File: config.mk
export PLATFORM = sky130hd
export DESIGN_NAME = serial_1101_tx
export DESIGN_NICKNAME = d
export VERILOG_FILES = /design/src/rtl/serial_1101_tx.sv
export SDC_FILE = /design/constraint.sdc
export NUM_CORES = 1
export LEC_CHECK = 0
export CAP_MARGIN = 30
export CORE_MARGIN = 2
export CORE_UTILIZATION = 40
export CTS_CLUSTER_SIZE = 20
export DETAILED_ROUTE_END_ITERATION = 16
export GPL_TIMING_DRIVEN = 0
export PLACE_DENSITY = 0.7
export SLEW_MARGIN = 15
export SYNTH_ARGS = -nofsm -noshare
export SYNTH_HDL_FRONTEND = slang
export SYNTH_SLANG_ARGS = --single-unit
File: constraint.sdc
create_clock -name clk -period 2.2 [get_ports clk]
set_clock_uncertainty 0.1 [all_clocks]
set_input_delay 0.22 -clock clk [delete_from_list [all_inputs] [get_ports clk]]
set_output_delay 0.22 -clock clk [all_outputs]
set_load 0.02 [all_outputs]
File: src/rtl/serial_1101_tx.sv
// rtl/serial_1101_tx.sv - serial framer: preamble 1101, MSB-first payload byte, parity bit, forced idle gap
// One frame bit per clock; a byte is accepted only in IDLE and is emitted starting the very next cycle.
module serial_1101_tx #(
   parameter int unsigned GAP        = 2,
   parameter bit          PARITY_ODD = 1'b0
) (
   input  logic       clk,
   input  logic       reset,
   input  logic [7:0] data_in,
   input  logic       valid,
   output logic       ready,
   output logic       out,
   output logic       busy,
   output logic       done
);

   typedef enum logic [2:0] {
      S_IDLE,
      S_PRE,
      S_DATA,
      S_PAR,
      S_GAP
   } state_t;

   localparam logic [3:0] PREAMBLE = 4'b1101;
   localparam logic [3:0] GAP_LAST = (GAP == 0) ? 4'd0 : 4'(GAP - 1);
   localparam bit         HAS_GAP  = (GAP != 0);

   state_t      state, state_n;
   logic [3:0]  cnt, cnt_n;
   logic [11:0] shreg, shreg_n;
   logic        out_n, busy_n, done_n;
   logic        par_bit;

   assign par_bit = (^data_in) ^ PARITY_ODD;
   assign ready   = (state == S_IDLE);

   always_ff @(posedge clk) begin
      if (reset) begin
         state <= S_IDLE;
         cnt   <= 4'd0;
         shreg <= 12'd0;
         out   <= 1'b0;
         busy  <= 1'b0;
         done  <= 1'b0;
      end else begin
         state <= state_n;
         cnt   <= cnt_n;
         shreg <= shreg_n;
         out   <= out_n;
         busy  <= busy_n;
         done  <= done_n;
      end
   end

   // shreg holds the frame bits still to come after the one currently on out
   always_comb begin
      state_n = state;
      cnt_n   = cnt;
      shreg_n = shreg;
      out_n   = 1'b0;
      busy_n  = 1'b0;
      done_n  = 1'b0;
      unique case (state)
         S_IDLE: begin
            if (valid) begin
               state_n = S_PRE;
               cnt_n   = 4'd0;
               shreg_n = {PREAMBLE[2:0], data_in, par_bit};
               out_n   = PREAMBLE[3];
               busy_n  = 1'b1;
            end
         end
         S_PRE: begin
            out_n   = shreg[11];
            shreg_n = {shreg[10:0], 1'b0};
            busy_n  = 1'b1;
            if (cnt == 4'd3) begin
               state_n = S_DATA;
               cnt_n   = 4'd0;
            end else begin
               cnt_n = cnt + 4'd1;
            end
         end
         S_DATA: begin
            out_n   = shreg[11];
            shreg_n = {shreg[10:0], 1'b0};
            busy_n  = 1'b1;
            if (cnt == 4'd7) begin
               state_n = S_PAR;
               cnt_n   = 4'd0;
               done_n  = 1'b1;
            end else begin
               cnt_n = cnt + 4'd1;
            end
         end
         S_PAR: begin
            cnt_n   = 4'd0;
            shreg_n = 12'd0;
            state_n = HAS_GAP ? S_GAP : S_IDLE;
         end
         S_GAP: begin
            if (cnt == GAP_LAST) begin
               state_n = S_IDLE;
               cnt_n   = 4'd0;
            end else begin
               cnt_n = cnt + 4'd1;
            end
         end
         default: begin
            state_n = S_IDLE;
            cnt_n   = 4'd0;
         end
      endcase
   end

endmodule

==> flow_summary.json <==
{
  "arrival_ps": 1720,
  "dpl_worst_slack_ps": 339,
  "layout_setup_ws_ps": 158,
  "cp.required_ps": 1880,
  "grt_max_degree": 14,
  "die_w_microns": 59.1,
  "cts_sinks": 22,
  "yosysMostFrequentCell": "dfxtp_1",
  "rr_worst_depth": 6,
  "ys_seq_elements": 22,
  "hold_viol": 0,
  "period_needed_ps": 2040,
  "avgSynthCellArea_sq_um": 9.34,
  "nFillCells": 254,
  "synthTopCellsByCount": "22 x dfxtp_1, 14 x nor2_1, 9 x xnor2_1",
  "synth_mux_area_share_pct": 1.24,
  "cts_resized": 0,
  "fmax_ghz": 0.490,
  "wirelength_microns": 2520,
  "finalPower_w": 0.000920,
  "grt_pass1_wl_microns": 4320,
  "final-setup-viol-count": 0,
  "numCtsBuffers": 3,
  "synth_area_leader_cell": "dfxtp_1",
  "yosys_warnings": 0,
  "clk_latency_ps": 300,
  "grtUsageTotal_pct": 15.9,
  "netlist_area_sq_mm": 0.00121,
  "root_buffer": "clkbuf_4",
  "synthCells": 130,
  "synthDominantCellAreaShare_pct": 36.3,
  "synth_xor_xnor_area_share_pct": 7.94,
  "finalCritPeriodShare_pct": 92.8,
  "ir_drop_uv": 273,
  "initial_utilization_pct": 42.9,
  "die_y_microns": 59.1,
  "post_cts_buffers": 0,
  "placed_cells": 175,
  "setup_tns_ps": 0,
  "grt_pass1_vias": 944,
  "wl_per_cell_microns": 14.1,
  "final_layout_size_suffix_gt1_share_pct": 17.6,
  "synth_nets": 143,
  "outcome": "finished clean",
  "cts_htree_levels": 1,
  "post-route-drc-count": 0,
  "synth-adder-area-share_pct": 2.99,
  "synth-seq-area-share_pct": 36.3,
  "cp-end-kind": "output pin",
  "io_pins": 15,
  "cts_tree": "done",
  "path_clk_slew_ps": 120,
  "async_reset_ff_share_pct": 0,
  "critical_path_class": "reg2out",
  "final_cell_count_no_fill": 179,
  "cp-start-kind": "flop",
  "maxSlewViolCount": 0,
  "slew_headroom_pct": 63.8,
  "slowest_delay_ps": 630,
  "cp_slowest_cell": "clkdlybuf4s50_1",
  "dr.pass1.iters": 4,
  "synth_top_family_by_area": "compound AO/OA/AOI/OAI gates",
  "antenna_found_initial": 0,
  "n_antenna_cell": 0,
  "die-area_sq_mm": 0.00349,
  "synth_area_leaders": "dfxtp_1 36%, xnor2_1 6.5%, a22o_1 5.1%",
  "power.leakage_nw": 0.541,
  "clk_path_buf_depth": 2,
  "synth_edf_count": 0,
  "tightest_slew_ps": 543,
  "synth_cell_types": 44,
  "routed_via_density": 5.50,
  "crit_chain": "buf_6 > nor3_1 > clkdlybuf4s50_1",
  "hold_depth": 2,
  "place_congestion": 0.839,
  "synthFlopType": "dfxtp_1",
  "ant_nets": 0,
  "crit_family": "buffers and inverters",
  "register_area_sq_um": 440,
  "core-area_sq_mm": 0.00283,
  "io_buffers": 14,
  "path_buf_inv": 2,
  "critPathMaxFanout": 10,
  "vias": 984,
  "hold_buffers": 0,
  "rows": 19,
  "min_path_type": "reg2reg",
  "synthSimpleGateAreaFrac_pct": 22.0,
  "synth_compound_area_share_pct": 23.7,
  "first_iter_violations": 28,
  "drv_cap": 0,
  "multi_input_area_sq_um": 702,
  "syn_to_final_growth_pct": 19.1,
  "rsz0062_at_grt": "no",
  "path_depth": 3,
  "grt-ovfl-total": 0,
  "regToRegSetupSlack_ps": 490,
  "hpwl_microns": 1830,
  "nNetsFinal": 162,
  "powerDensity_mw_per_mm2": 637
}
[final cells by class]
class                           instances  share of cell area (%)
Clock buffer                            3                    1.56
Inverter                                5                    1.30
Clock inverter                          1                    2.08
Multi-Input combinational cell         95                    48.6
Tap cell                               31                    2.68
Sequential cell                        22                    30.5
Timing Repair Buffer                   14                    9.70
Buffer                                  8                    3.64
[power breakdown]
| group | internal, W | switching, W | total [W] |
|---|---|---|---|
| Sequential | 0.000422 | 0.0000166 | 0.000438 |
| Combinational | 0.0000874 | 0.0000828 | 0.000170 |
| Clock | 0.000184 | 0.000128 | 0.000312 |
[flip-flops by register name, indices dropped and copies added (netlist names)]
name	cells
done	1
state	3
shreg	12
busy	1
out	1
cnt	4
[layer usage]
layer | wire, microns | track usage (%)
met1 | 1210 | 22.6
met2 | 1180 | 24.3
met3 | 97 | 3.49
met4 | 25 | 4.55
met5 | 0 | 0
[layout by cell type, fill, tap and decap left out, types with 2 or more instances in the layout]
master,count
buf_6,2
a21oi_1,4
clkdlybuf4s50_1,14
nand2_1,5
dfxtp_1,22
xnor2_1,9
a22oi_1,7
inv_2,2
ha_1,2
nand3_1,2
a22o_1,7
a2111oi_4,2
and2_1,2
buf_2,3
nor3_1,5
nor2b_1,2
clkbuf_4,3
nor3_2,3
inv_1,3
nor2_2,5
o21ai_1,2
nor2_1,14
clkbuf_1,2
a31oi_1,2
xor2_1,2
[final timing paths]
path	from	to
max reg2reg	cnt[1]	cnt[2]
min	cnt[1]	cnt[1]
min reg2reg	cnt[1]	cnt[1]
max	state[0]	ready
[worst reg2reg max path: cells and delay by family (launching register included)]
| kind | cells | cell delay (ps) |
|---|---|---|
| AOI/OAI and AO/OA | 2 | 430 |
| adders and majority gates | 1 | 230 |
| buffers and inverters | 1 | 60 |
| DFF | 1 | 390 |
| muxes | 1 | 290 |
| and+or+nand+nor | 1 | 150 |
[logic make-up after synthesis]
group,after synthesis
flip-flops,22
adder cells (fa/ha/maj),3
multiplexers,1
AND/OR/NAND/NOR,46
XOR/XNOR,11
AO/OA/AOI/OAI,34
buffers and inverters,13
[metrics by stage]
step	hold WS [ps]	util (%)	instance area, sq um
3_5_place_dp	393	49.2	1390
6_report	406	51.1	1450
2_1_floorplan	283	-	1210
3_3_place_gp	373	49.2	1390
5_1_grt	452	51.1	1450
4_1_cts	411	51.1	1450
(Power assumes the default switching activity.)
